==> src/rtl/seq_alu.sv <==
// Registered ALU with start/busy/done handshake, a shift-add multiplier and
// result-feedback ops (accumulate, shift) acting on the held result.
module seq_alu #(
  parameter int unsigned WIDTH = 4
) (
  input  logic               clock,
  input  logic               resetn,
  input  logic [WIDTH-1:0]   A,
  input  logic [WIDTH-1:0]   B,
  input  logic [2:0]         op,
  input  logic               start,
  output logic               busy,
  output logic               done,
  output logic [2*WIDTH-1:0] result
);

  localparam int unsigned W2   = 2 * WIDTH;
  localparam int unsigned CntW = $clog2(WIDTH + 1);

  localparam logic [2:0] OpInc = 3'b000;
  localparam logic [2:0] OpAdd = 3'b001;
  localparam logic [2:0] OpLog = 3'b010;
  localparam logic [2:0] OpNz  = 3'b011;
  localparam logic [2:0] OpCat = 3'b100;
  localparam logic [2:0] OpMul = 3'b101;
  localparam logic [2:0] OpAcc = 3'b110;
  localparam logic [2:0] OpShl = 3'b111;

  localparam logic [W2-1:0]   One     = W2'(1);
  localparam logic [CntW-1:0] CntOne  = CntW'(1);
  localparam logic [CntW-1:0] CntLoad = CntW'(WIDTH);

  typedef enum logic [1:0] {
    StIdle = 2'b00,
    StMul  = 2'b01
  } state_e;

  state_e r_state;
  state_e w_state_d;

  logic [W2-1:0]    r_result,  w_result_d;
  logic             r_done,    w_done_d;
  logic             r_busy,    w_busy_d;
  logic [W2-1:0]    r_mcand,   w_mcand_d;
  logic [WIDTH-1:0] r_mplier,  w_mplier_d;
  logic [W2-1:0]    r_product, w_product_d;
  logic [CntW-1:0]  r_cnt,     w_cnt_d;

  logic             w_accept;
  logic             w_is_mul;
  logic             w_last;
  logic [W2-1:0]    w_a_ext;
  logic [W2-1:0]    w_b_ext;
  logic [W2-1:0]    w_prod_sum;
  logic [W2-1:0]    w_shl;
  logic [W2-1:0]    w_alu_res;

  assign w_accept = start && (r_state == StIdle);
  assign w_is_mul = (op == OpMul);
  assign w_last   = (r_cnt == CntOne);
  assign w_a_ext  = {{WIDTH{1'b0}}, A};
  assign w_b_ext  = {{WIDTH{1'b0}}, B};

  // Partial product added only when the current multiplier LSB is set.
  assign w_prod_sum = r_product + (r_mplier[0] ? r_mcand : '0);

  // Shifting by 2*WIDTH or more clears the result.
  assign w_shl = (32'(A) >= W2) ? '0 : (r_result << A);

  always_comb begin
    w_alu_res = '0;
    case (op)
      OpInc:   w_alu_res = w_a_ext + One;
      OpAdd:   w_alu_res = w_a_ext + w_b_ext;
      OpLog:   w_alu_res = {{WIDTH{1'b0}}, A | B, A ^ B} >> 0;
      OpNz:    w_alu_res = {{(W2-1){1'b0}}, |(A | B)};
      OpCat:   w_alu_res = {A, B};
      OpAcc:   w_alu_res = r_result + w_a_ext;
      OpShl:   w_alu_res = w_shl;
      default: w_alu_res = '0;
    endcase
  end

  // State register.
  always_ff @(posedge clock) begin
    if (!resetn) begin
      r_state <= StIdle;
    end else begin
      r_state <= w_state_d;
    end
  end

  // Next-state logic.
  always_comb begin
    w_state_d = r_state;
    case (r_state)
      StIdle: begin
        if (w_accept && w_is_mul) begin
          w_state_d = StMul;
        end
      end
      StMul: begin
        if (w_last) begin
          w_state_d = StIdle;
        end
      end
      default: w_state_d = StIdle;
    endcase
  end

  // Output and datapath next-state logic.
  always_comb begin
    w_result_d  = r_result;
    w_done_d    = 1'b0;
    w_mcand_d   = r_mcand;
    w_mplier_d  = r_mplier;
    w_product_d = r_product;
    w_cnt_d     = r_cnt;
    case (r_state)
      StIdle: begin
        if (w_accept) begin
          if (w_is_mul) begin
            w_mcand_d   = w_a_ext;
            w_mplier_d  = B;
            w_product_d = '0;
            w_cnt_d     = CntLoad;
          end else begin
            w_result_d = w_alu_res;
            w_done_d   = 1'b1;
          end
        end
      end
      StMul: begin
        w_product_d = w_prod_sum;
        w_mcand_d   = r_mcand << 1;
        w_mplier_d  = r_mplier >> 1;
        w_cnt_d     = r_cnt - CntOne;
        if (w_last) begin
          w_result_d = w_prod_sum;
          w_done_d   = 1'b1;
        end
      end
      default: ;
    endcase
    w_busy_d = (w_state_d == StMul);
  end

  always_ff @(posedge clock) begin
    if (!resetn) begin
      r_result  <= '0;
      r_done    <= 1'b0;
      r_busy    <= 1'b0;
      r_mcand   <= '0;
      r_mplier  <= '0;
      r_product <= '0;
      r_cnt     <= '0;
    end else begin
      r_result  <= w_result_d;
      r_done    <= w_done_d;
      r_busy    <= w_busy_d;
      r_mcand   <= w_mcand_d;
      r_mplier  <= w_mplier_d;
      r_product <= w_product_d;
      r_cnt     <= w_cnt_d;
    end
  end

  assign busy   = r_busy;
  assign done   = r_done;
  assign result = r_result;

endmodule

==> config.mk <==
export PLATFORM = sky130hd
export DESIGN_NAME = seq_alu
export DESIGN_NICKNAME = d
export VERILOG_FILES = /design/src/rtl/seq_alu.sv
export SDC_FILE = /design/constraint.sdc
export NUM_CORES = 1
export LEC_CHECK = 0
export CORE_ASPECT_RATIO = 0.5
export CORE_MARGIN = 3
export CORE_UTILIZATION = 40
export DETAILED_ROUTE_END_ITERATION = 6
export GPL_TIMING_DRIVEN = 0
export SETUP_SLACK_MARGIN = 0.3
export SLEW_MARGIN = 20
export SYNTH_ARGS = -nofsm -noshare
export SYNTH_HDL_FRONTEND = slang
export SYNTH_SLANG_ARGS = --single-unit
==> constraint.sdc <==
create_clock -name clock -period 6.99 [get_ports clock]
set_input_delay 0.699 -clock clock [delete_from_list [all_inputs] [get_ports clock]]
set_output_delay 0.699 -clock clock [all_outputs]
set_load 0.02 [all_outputs]
==> metrics.csv <==
metric,value,unit
status,"finished, final reports clean",
place.gp.congestion,0.906,
setup_viol,0,
clock_sinks,35,
drt-total-wl,8160,um
synth_common_cells,"nand2_1 (38), dfxtp_1 (35), ha_1 (22), inv_1 (20)",
path_clk_slew,0.05,ns
syn-cell-area,2860,um2
htree_num_levels,2,
min_to,r_mcand[6]$_SDFFE_PN0P_,
arrival,3.83,ns
postLayoutSetupSlackWorst,3.33,ns
rsz0062_at_grt,no,
synth_top_area_cell,dfxtp_1,
r2r_start,r_mplier[0]$_SDFFE_PN0P_,
r2r_cells,7,
cts_hold_buf,0,
synth_compound_area_share,24.1,%
synth.area.top_cells,"dfxtp_1 (25%), ha_1 (9.6%), nand2_1 (5.0%), a21oi_1 (3.2%), mux4_2 (3.2%)",
netlist-cell-type-count,69,
grt_overflow,0,
min_period,3.66,ns
vdd_drop_max,0.108,mV
yosysTopAreaCellShare,24.5,%
r2r_end,r_product[5]$_SDFFE_PN0P_,
num_io_pins,24,
synth_nets,386,
period_share,52.4,%
ant_nets,0,
rows,21,
floorplan.die_area,8260,um2
fill_cells,671,
synth-seq-cells,35,
regArea,701,um2
max_freq,273,MHz
drv_cap,0,
timing.final.max_slew_violations,0,
worstPathMaxFanout,10,
grt_first_pass_wirelength,13600,um
cts.path.max_buffers,2,
hold_viol,0,
synthMuxAreaShare,7.57,%
yosys.area_share.simple,23.7,%
placed_area,3190,um2
first_iter_violations,317,
maxSlewHeadroom,60.3,%
drive_gt1_share,9.04,%
synth_xor_area_share,1.53,%
hp-start,r_mcand[5]$_SDFFE_PN0P_,
vias_per_cell,5.93,
start_kind,input pin,
syn_to_final_growth,16.8,%
fin_nets,415,
fin_area,3340,um2
synth_flop_cell,dfxtp_1,
critPathKind,in -> reg,
antenna_found_initial,0,
synth_most_common_cell,nand2_1,
dieWidth,126,um
clock_latency,0.27,ns
initial_core_util,42.0,%
min_path_type,reg -> reg,
synth_adder_area_share,11.7,%
drc_errors,0,
synth_top_family_by_area,compound AO/OA/AOI/OAI gates,
multi_input_area,1970,um2
grt.total_usage,20.3,%
io_buffers,22,
skew,0.00666,ns
worst_setup_path_end_kind,flop,
regToRegSetupSlack,4.46,ns
hold_depth,2,
cts_root_buf,clkbuf_16,
dpl.hpwl,6210,um
cts_resized,0,
synth_area_per_cell,8.24,um2
cts_buffers,5,
synth_cells,347,
worst_pin_slew,0.593,ns
finalSetupTns,0,ns
cts_tree,done,
synth_warnings,0,
power_leakage,1.33,nW
die_h,65.8,um
synth_edf_count,0,
grt_max_degree,11,
drt_pass1_iterations,5,
power_density,155,nW/um2
dpl_worst_slack,3.08,ns
core,6810,um2
diodes,0,
avgRoutedWirePerCell,17.4,um
grt_pass1_vias,2639,
post_cts_buffers,0,
worst_ep_required_time,7.15,ns
synthArstFlopShare,0,%
vias,2774,
synth-seq-area-share,24.5,%
==> logic make-up (layout without fill, tap and decap cells) <==
logic type,count (synthesis),after routing
buffers and inverters,44,73
flip-flops,35,35
XOR/XNOR,5,5
multiplexers,13,13
adder cells (fa/ha/maj),25,25
AND/OR/NAND/NOR,126,126
other,1,1
AO/OA/AOI/OAI,98,98
==> layout make-up <==
type	count	share of cell area, %
multi-input cells	268	58.9
flip-flops and latches	35	21.0
repair buffers	22	6.60
clock buffers	6	4.16
well taps	92	3.45
plain buffers	23	3.37
inverters	21	2.36
clock inverters	1	0.150
==> flip-flops by register name (all words and copies together), names as in the netlist <==
name / flops
result: 8
r_cnt: 3
r_mcand: 8
r_state: 2
done: 1
r_mplier: 4
r_product: 8
busy: 1
==> through the flow <==
stage	util [%]	instances	hold slack, ns	total power [mW]
2_1_floorplan	-	347	0.439	0.270
3_5_place_dp	46.9	461	0.460	0.305
3_3_place_gp	46.9	461	0.453	0.303
4_1_cts	49.0	468	0.469	0.520
5_1_grt	49.0	468	0.492	0.541
6_report	49.0	468	0.464	0.519
==> how the worst max path moves through the flow <==
| stage | from | endpoint | slack (ns) |
|---|---|---|---|
| 5_1_grt | op[2] | result[4]$_SDFFE_PN0P_ | 3.16 |
| 6_report | op[2] | result[4]$_SDFFE_PN0P_ | 3.33 |
| 2_1_floorplan | op[1] | result[4]$_SDFFE_PN0P_ | 3.99 |
| 3_3_place_gp | op[2] | result[4]$_SDFFE_PN0P_ | 3.14 |
| 3_5_place_dp | op[2] | result[4]$_SDFFE_PN0P_ | 3.08 |
| 4_1_cts | op[2] | result[4]$_SDFFE_PN0P_ | 3.39 |
==> metal layers <==
metal | GRT usage (%) | up-vias | routed length [um]
li1 | - | 1330 | -
met1 | 28.9 | 1341 | 3990
met2 | 33.6 | 97 | 3600
met3 | 2.42 | 6 | 500
met4 | 3.92 | 0 | 75
met5 | 0 | - | 0
==> report_power, final <==
part / switching (mW) / internal [mW]
Sequential: 0.00632 / 0.204
Combinational: 0.0511 / 0.0410
Clock: 0.0773 / 0.139
Total: 0.135 / 0.384
==> worst max-delay path, cell delays in order <==
cell	delay [ns]
clkdlybuf4s50_1	0.47
buf_2	0.21
nor2_1	0.40
nand3_1	0.15
ha_1	0.24
fa_1	0.40
a211o_1	0.27
o211ai_1	0.11
o221ai_1	0.23
o311a_1	0.34
o31a_1	0.29
==> cell usage in the layout (no fill, tap or decap), types with 4 or more instances in the layout <==
cell type	count
a21boi_1	4
clkbuf_1	7
o21ai_0	16
ha_1	22
a22oi_1	8
clkbuf_16	5
nor2_1	18
a21boi_0	5
inv_1	20
mux4_2	4
a21oi_1	18
dfxtp_1	35
buf_2	11
and3_1	5
and2_1	14
a31oi_1	6
mux2i_1	4
a311oi_1	7
nand3_1	16
nand2b_1	4
nor4_1	4
xor2_1	5
nand2_1	38
nor3_1	4
nor2b_1	5
clkdlybuf4s50_1	22
Note: power is estimated with default switching activity, not from simulation.
